**src/rtl/sub_arb_pkg.sv**
```systemverilog
// sub_arb_pkg: shared defaults, widths and pipeline-stage types for sub_share_arbiter.
package sub_arb_pkg;
  localparam int DEF_NUM_REQ = 4;
  localparam int DEF_DATA_W = 4;
  localparam int DEF_LAT = 3;
  localparam int ID_W = $clog2(DEF_NUM_REQ);
  typedef logic signed [DEF_DATA_W:0] sub_res_t;
  typedef struct packed {
    logic valid;
    logic [ID_W-1:0] id;
    sub_res_t res;
  } stage_t;
endpackage

```
**src/rtl/rr_arbiter.sv**
```systemverilog
// rr_arbiter: combinational grant from valid and a round-robin pointer.
// Defining SUB_ARB_FIXED_PRIO_EN pins the pointer at 0 (lowest index wins).
module rr_arbiter #(
  parameter int N = 4,
  parameter int W = $clog2(N)
) (
  input  logic         clk,
  input  logic         rst_n,
  input  logic [N-1:0] valid,
  output logic [N-1:0] grant,
  output logic [W-1:0] idx,
  output logic         hit
);
  logic [W-1:0] ptr;
  logic [W-1:0] off;
  logic [N-1:0] rot;
  logic [W:0]   sum;
`ifdef SUB_ARB_FIXED_PRIO_EN
  assign ptr = '0;
`else
  always_ff @(posedge clk or negedge rst_n)
    if (!rst_n) ptr <= '0;
    else if (hit) ptr <= (idx == W'(N - 1)) ? '0 : W'(idx + 1'b1);
`endif
  // rotate so the pointer sits at bit 0, then take the lowest set bit
  always_comb begin
    rot = N'({valid, valid} >> ptr);
    off = '0;
    for (int k = N - 1; k >= 0; k--) if (rot[k]) off = W'(k);
    sum = {1'b0, ptr} + {1'b0, off};
    idx = (sum >= (W + 1)'(N)) ? W'(sum - (W + 1)'(N)) : sum[W-1:0];
    hit = rst_n && |valid;
    grant = hit ? N'(1) << idx : '0;
  end
endmodule

```
**src/rtl/sub_share_arbiter.sv**
```systemverilog
// sub_share_arbiter: shares one LAT-stage subtract pipeline between NUM_REQ requesters.
// Build option SUB_ARB_FIXED_PRIO_EN switches the arbiter to fixed lowest-index priority.
module sub_share_arbiter import sub_arb_pkg::*; #(
  parameter int NUM_REQ = DEF_NUM_REQ,
  parameter int DATA_W  = DEF_DATA_W,
  parameter int LAT     = DEF_LAT
) (
  input  logic                       clk,
  input  logic                       rst_n,
  input  logic [NUM_REQ-1:0]         req_valid,
  output logic [NUM_REQ-1:0]         req_ready,
  input  logic [NUM_REQ*DATA_W-1:0]  req_a,
  input  logic [NUM_REQ*DATA_W-1:0]  req_b,
  output logic [NUM_REQ-1:0]         rsp_valid,
  output logic [$clog2(NUM_REQ)-1:0] rsp_id,
  output logic signed [DATA_W:0]     rsp_data,
  output logic [$clog2(LAT+1)-1:0]   inflight,
  output logic                       busy
);
  localparam int CW = $clog2(LAT + 1);
  logic [ID_W-1:0] gidx;
  logic            issue;
  logic            s1_valid;
  logic [ID_W-1:0] s1_id;
  sub_res_t        s1_a;
  sub_res_t        s1_b;
  stage_t          st  [1:LAT-1];
  stage_t          nxt [1:LAT-1];
  logic            retire;
  rr_arbiter #(.N(NUM_REQ)) u_arb (
    .clk(clk),
    .rst_n(rst_n),
    .valid(req_valid),
    .grant(req_ready),
    .idx(gidx),
    .hit(issue)
  );
  always_comb begin
    nxt[1] = '{valid: s1_valid, id: s1_id, res: s1_a - s1_b};
    for (int k = 2; k < LAT; k++) nxt[k] = st[k-1];
  end
  // the output stage keeps id/res between results so rsp_id/rsp_data hold
  always_ff @(posedge clk or negedge rst_n)
    if (!rst_n) begin
      s1_valid <= 1'b0;
      s1_id <= '0;
      s1_a <= '0;
      s1_b <= '0;
      for (int k = 1; k < LAT; k++) st[k] <= '0;
    end else begin
      s1_valid <= issue;
      s1_id <= gidx;
      s1_a <= {1'b0, req_a[gidx*DATA_W +: DATA_W]};
      s1_b <= {1'b0, req_b[gidx*DATA_W +: DATA_W]};
      for (int k = 1; k < LAT; k++)
        if (k < LAT - 1 || nxt[k].valid) st[k] <= nxt[k];
        else st[k].valid <= 1'b0;
    end
  assign retire = st[LAT-1].valid;
  assign rsp_valid = retire ? NUM_REQ'(1) << st[LAT-1].id : '0;
  assign rsp_id = st[LAT-1].id;
  assign rsp_data = st[LAT-1].res;
  assign busy = inflight != '0;
  always_ff @(posedge clk or negedge rst_n)
    if (!rst_n) inflight <= '0;
    else if (issue && !retire) inflight <= inflight + 1'b1;
    else if (!issue && retire) inflight <= inflight - 1'b1;
  inflight_bound: assert property (@(posedge clk) disable iff (!rst_n)
    !(issue && !retire && inflight == CW'(LAT)));
endmodule

```
**config.mk**
```make
export PLATFORM = sky130hd
export DESIGN_NAME = sub_share_arbiter
export DESIGN_NICKNAME = d
export VERILOG_FILES = /design/src/rtl/sub_arb_pkg.sv /design/src/rtl/rr_arbiter.sv /design/src/rtl/sub_share_arbiter.sv
export SDC_FILE = /design/constraint.sdc
export NUM_CORES = 1
export LEC_CHECK = 0
export BUFFER_PORTS_ARGS = -buffer_cell sky130_fd_sc_hd__clkbuf_2
export CAP_MARGIN = 20
export CORE_MARGIN = 3
export CORE_UTILIZATION = 40
export CTS_CLUSTER_DIAMETER = 120
export DETAILED_ROUTE_END_ITERATION = 6
export GPL_TIMING_DRIVEN = 0
export PLACE_DENSITY = 0.66
export SYNTH_ARGS = -nofsm -noshare
export SYNTH_HDL_FRONTEND = slang
export SYNTH_HIERARCHICAL = 1
export SYNTH_SLANG_ARGS = --single-unit
```
**constraint.sdc**
```tcl
create_clock -name clk -period 2.5 [get_ports clk]
set_clock_uncertainty 0.2 [all_clocks]
set_input_delay 0.375 -clock clk [delete_from_list [all_inputs] [get_ports clk]]
set_output_delay 0.375 -clock clk [all_outputs]
set_load 0.05 [all_outputs]
```
==> flow_summary_export.csv, run 1 <==
group,metric,value,unit
status,status,"finished with violations",
status,violations,"setup timing",
global_routing,grt_max_degree,32,
floorplan,dieHeight,68.6,µm
setup_path,end_kind,"output port",
pwr,ir_worst_vdd,0.00127,V
placed_design,gp_congestion,0.661,
clock_tree,clock_latency,270,ps
final_layout,antenna_cells,0,
routing,vias_per_cell,4.81,
placed_design,port_buffers,55,
clock_tree,clockBufferDepth,2,
sta,finalWorstSetupSlack,-614,ps
routing,drtIter0Drc,42,
yosys,synthTopCellsByCount,"31 x dfrtp_1, 9 x inv_1, 8 x mux4_2, 8 x nor2_1, 7 x mux2_2",
setup_path,cp_max_fo,6,
clock_tree,cts.clk_slew.worst_paths,60,ps
placed_design,dpl_cell_area,1940,µm²
clock_tree,htree_levels,2,
yosys,synth_area_per_cell,13.0,µm²
yosys,yosysWarnings,6,
placed_design,dp_hpwl,2140,µm
global_routing,gr-total-overflow,0,
setup_path,cp_data_required_time,1920,ps
floorplan,boundaryPins,56,
floorplan,fp-row-count,22,
sta,worstMarginPinSlew,464,ps
global_routing,antenna_found_initial,0,
final_layout,nets,238,
floorplan,die-area,4710,µm²
clock_tree,cts-root-buf,"clkbuf_8",
floorplan,fp.coreArea,3720,µm²
routing,wirelength,2880,µm
sta,drv_slew,0,
global_routing,grt_pass1_wl,4630,µm
setup_path,path_class,"reg -> out",
pwr,power.density,1680,nW/µm²
yosys,syn_area,1570,µm²
final_layout,finalNonFillerCells,240,
yosys,synth_seq_area_share,0.495,
routing,first_pass_iters,4,
setup_path,worstRegToRegCells,11,
yosys,syn_inst,121,
setup_path,cp_data_arrival_time,2540,ps
sta,tns,-4680,ps
setup_path,cp-start-kind,"flop",
pwr,p_leak,0.00106,µW
clock_tree,cts_tree,"yes",
final_layout,layout-drive-gt1-share,0.542,
final_layout,fill_cells,302,
placed_design,preCtsSetupSlack,-611,ps
run,drv_cap,0,
sta,slew_headroom,0.690,
clock_tree,cts_made_buffers,5,
yosys,yosysUniqueCellTypes,36,
sta,rsz0062_at_grt,"true",
sta,clock.fmax,0.321,GHz
final_layout,area_growth,40.5,%
sta,setup-violations-final,12,
yosys,ys.flop_type,"dfrtp_1",
placed_design,place_inst,224,
routing,vias,1155,
yosys,synthTopCellsByArea,"dfrtp_1 49%, mux4_2 11%, mux2_2 5.0%",
worst_hold_path,min_path_type,"reg -> reg",
floorplan,start_util,0.422,
sta,fin_crit,3110,ps
floorplan,die_w,68.6,µm
global_routing,track_usage,0.138,
yosys,synth-edff-count,0,
yosys,synth_nets,166,
sta,min_period_over_period,1.25,
routing,wl_per_cell,12.0,µm
global_routing,grt_pass1_vias,1077,
routing,antenna_left,0,
clock_tree,cts_sinks,31,
yosys,synth_top_cell_by_area,"dfrtp_1",
sta,hold_violations,0,
sta,hold_ws,148,ps
yosys,synth_top_area_frac,0.495,
yosys,synth_seq_cells,31,
yosys,yosysMostFrequentCell,"dfrtp_1",
worst_hold_path,holdPathStages,0,
yosys,postSynth.asyncResetShare,1.00,
routing,drc_errors,0,
final_layout,final_area,2200,µm²
==> cell families (layout without fill, tap and decap cells) <==
group	Yosys count	after routing	share of synthesized area
buffers and inverters	14	85	0.0431
xor gates and xnor gates	9	9	0.0551
and+or+nand+nor	31	31	0.109
adders and majority gates	7	7	0.0607
AOI/OAI and AO/OA	14	14	0.0726
muxes	15	15	0.165
DFF	31	31	0.495
==> timing repair <==
item                                    in CTS  in global routing
gates resized for setup                     11                  8
endpoints found under the setup margin      13                 13
endpoints found under the hold margin       31                  0
buffers inserted                             6                  2
pin swaps                                    5                  3
hold buffers                                 2                  0
==> state kept, by name (all words and copies together) (netlist names) <==
signal     flops
s1_id          2
retire         1
nxt            8
rsp_id         2
u_arb/ptr      2
rsp_data       5
s1_valid       1
inflight       2
s1_a           4
s1_b           4
==> final timing paths <==
| check | startpoint | to | slack (ps) |
|---|---|---|---|
| min reg2reg | s1_id[0] | nxt[5] | 150 |
| min in group asynchronous | rst_n | s1_b[2] | 430 |
| min | s1_id[0] | nxt[5] | 150 |
| max in group asynchronous | rst_n | s1_a[1] | 1510 |
| max | u_arb/ptr[0] | req_ready[2] | -610 |
| max reg2reg | u_arb/ptr[0] | s1_b[3] | -330 |
==> critical path: stages (launching register included) <==
cell      delay [ps]
dfrtp_1          400
buf_6            140
nor2b_4          120
a221oi_2         220
a21oi_1           70
a211o_1          270
ha_4             190
xor2_4           160
xnor2_4          270
nor3b_4          260
buf_8            170
==> metal layers <==
layer / global-route usage / wire [µm] / up-vias
li1: - / - / 573
met4: 0.0893 / 73 / 0
met1: 0.167 / 1170 / 522
met3: 0.0373 / 273 / 7
met5: 0 / 0 / -
met2: 0.217 / 1370 / 53
==> cell type report <==
cell class,count,area [µm²],share of cell area
clock buffer,6,72.6,0.0330
multi-input combinational,76,813,0.369
sequential,31,776,0.352
buffer,5,42.5,0.0193
inverter,9,33.8,0.0153
timing repair buffer,65,404,0.184
tap,48,60.1,0.0273
==> cells in the final DEF, fill, tap and decap left out, types with 2 or more instances in the layout <==
master,instances
a2111oi_2,2
nor2_1,7
clkbuf_8,6
a21oi_1,3
ha_1,5
buf_6,2
nor4_1,2
clkbuf_2,51
mux4_2,8
nor3_1,2
nand2_1,5
buf_8,3
a21o_1,2
xnor2_1,3
inv_1,9
xor2_1,3
nand2b_1,4
buf_4,9
mux2_2,7
dfrtp_1,31
==> power by group <==
part / total (µW) / switching [µW] / leakage [µW] / internal, µW
Clock: 336 / 152 / 0.0000371 / 184
Combinational: 2480 / 1300 / 0.000658 / 1180
Sequential: 874 / 110 / 0.000361 / 764
==> metrics by stage <==
stage,util,total power (µW)
after floorplan,-,2620
after global placement,0.523,2930
after detailed placement,0.523,2980
after CTS,0.581,3620
after global routing,0.593,3930
final,0.593,3690
Power figures use the tool's default switching activity.
==> run 2, diff against run 1 <==
--- a/config.mk
+++ b/config.mk
@@ -12,7 +12,8 @@
 export CTS_CLUSTER_DIAMETER = 120
 export DETAILED_ROUTE_END_ITERATION = 6
 export GPL_TIMING_DRIVEN = 0
-export PLACE_DENSITY = 0.66
+export PLACE_DENSITY = 0.69
+export SKIP_CTS_REPAIR_TIMING = 1
 export SYNTH_ARGS = -nofsm -noshare
 export SYNTH_HDL_FRONTEND = slang
 export SYNTH_HIERARCHICAL = 1
==> constraint.sdc (replaced) <==
create_clock -name clk -period 2.5 [get_ports clk]
set_clock_uncertainty 0.2 [all_clocks]
set_input_delay 0.375 -clock clk [delete_from_list [all_inputs] [get_ports clk]]
set_output_delay 0.375 -clock clk [all_outputs]
set_load 0.1 [all_outputs]
==> flow_summary_export.csv, run 2 (same netlist as run 1, synthesis figures left out) <==
group,metric,value,unit
final_layout,final_common_cell,"clkbuf_2",
worst_hold_path,min_path_type,"in -> async",
setup_path,max_stage_delay,400,ps
floorplan,start_util,0.422,
final_layout,area_growth,45.1,%
setup_path,path_delay_family,"compound AO/OA/AOI/OAI gates",
routing,first_pass_iters,4,
global_routing,antenna_found_initial,0,
setup_path,reg2reg_from,"u_arb/ptr[0]",
setup_path,r2r_end,"s1_a[3]",
run,drv_cap,0,
sta,drv_slew,0,
floorplan,fp-row-count,22,
sta,clock.fmax,0.309,GHz
global_routing,grt_pass1_vias,1047,
global_routing,grt_pass1_wl,4130,µm
setup_path,cpMaxStageDelayCell,"dfrtp_1",
clock_tree,clock_latency,270,ps
setup_path,worstPathCellList,"buf_6, buf_6, nor2_2, a221oi_2, a21oi_1, a211o_1, ha_4, xor2_4, xnor2_4, buf_4, nor3_4, buf_12",
sta,min_period_over_period,1.30,
setup_path,path_class,"reg -> out",
final_layout,nets,236,
status,status,"finished with violations",
final_layout,final_area,2270,µm²
setup_path,cp_data_arrival_time,2660,ps
routing,wl_per_cell,12.5,µm
clock_tree,cts_sinks,31,
placed_design,port_buffers,55,
setup_path,reg2reg_slack,-290,ps
floorplan,die_w,68.6,µm
final_layout,antenna_cells,0,
final_layout,largest_reg_flops,8,
placed_design,gp_congestion,0.702,
final_layout,layout_common_cells,"51 x clkbuf_2, 30 x dfrtp_1, 9 x inv_1",
floorplan,dieHeight,68.6,µm
sta,fin_crit,3240,ps
clock_tree,cts_tree,"yes",
global_routing,gr-total-overflow,0,
sta,finalWorstSetupSlack,-739,ps
floorplan,fp.coreArea,3720,µm²
clock_tree,cts-root-buf,"clkbuf_8",
clock_tree,clockBufferDepth,2,
setup_path,cp_num_buf_inv,4,
routing,antenna_left,0,
placed_design,dp_hpwl,2130,µm
routing,drc_errors,0,
setup_path,cp_data_required_time,1920,ps
clock_tree,cts_made_buffers,5,
global_routing,track_usage,0.123,
setup_path,cp_common_cell,"buf_6",
routing,wirelength,3010,µm
sta,setup-violations-final,13,
clock_tree,htree_levels,2,
floorplan,die-area,4710,µm²
routing,vias,1205,
global_routing,grt_max_degree,33,
setup_path,worstRegToRegCells,12,
placed_design,dpl_cell_area,1970,µm²
routing,vias_per_cell,5.02,
final_layout,fill_cells,287,
sta,hold_ws,-45.1,ps
sta,rsz0062_at_grt,"true",
final_layout,layout-drive-gt1-share,0.573,
setup_path,cp-start-kind,"flop",
setup_path,end_kind,"output port",
sta,hold_violations,31,
status,violations,"hold timing, setup timing",
clock_tree,cts.clk_slew.worst_paths,60,ps
floorplan,boundaryPins,56,
setup_path,cp_max_fo,6,
sta,slew_headroom,0.510,
routing,drtIter0Drc,33,
sta,worstMarginPinSlew,736,ps
[run 2: changes by cell type in the layout (fill, tap and decap cells not counted), sizes merged]
| cell | change |
|---|---|
| buf | +1 |
| dlygate4sd3 | -1 |
[run 2: worst reg2reg max path, cell delays in order, from the launching register on]
cell	delay [ps]
dfrtp_1	400
buf_6	130
buf_6	100
nor2_2	40
a221oi_2	290
a21oi_1	60
a211o_1	270
ha_4	200
xor2_4	160
xnor2_4	230
buf_4	160
buf_6	120
mux4_2	290
[run 2: routing by layer]
| layer | GRT usage | share of wire | up-vias |
|---|---|---|---|
| met5 | 0 | 0 | - |
| met4 | 0.0744 | 0.0040 | 0 |
| met3 | 0.0421 | 0.088 | 2 |
| met2 | 0.204 | 0.52 | 58 |
| met1 | 0.135 | 0.39 | 577 |
| li1 | - | - | 568 |
[run 2: cell type report]
class	count	area, µm²	area share
well taps	48	60.1	0.0264
clock buffers	8	100	0.0440
multi-input cells	76	855	0.376
repair buffers	63	403	0.177
flip-flops and latches	31	777	0.342
inverters	9	33.8	0.0149
plain buffers	5	46.3	0.0204
[run 2: how the worst max path moves through the flow]
stage / startpoint / to / slack, ps / cells after the start
CTS: u_arb/ptr[0] / req_ready[2] / -1060 / 10
floorplan: u_arb/ptr[0] / req_ready[2] / -810 / 9
global placement: u_arb/ptr[0] / req_ready[2] / -720 / 10
detailed placement: u_arb/ptr[0] / req_ready[2] / -750 / 10
finish: u_arb/ptr[0] / req_ready[0] / -740 / 12
global route: u_arb/ptr[0] / req_ready[0] / -860 / 12
[run 2: metrics by stage]
stage	std cells	hold WS (ps)	setup slack, ps	TNS (ps)	util
3_5_place_dp	224	137	-753	-5630	0.531
3_3_place_gp	224	136	-718	-5100	0.531
2_1_floorplan	121	-121	-813	-4170	-
4_1_cts	232	-29.9	-1060	-6920	0.558
5_1_grt	240	8.88	-858	-6490	0.612
6_report	240	-45.1	-739	-4930	0.612
Power of run 2 is not shown: default switching activity piles up to over one toggle a cycle in this logic, so the estimate is an artifact.
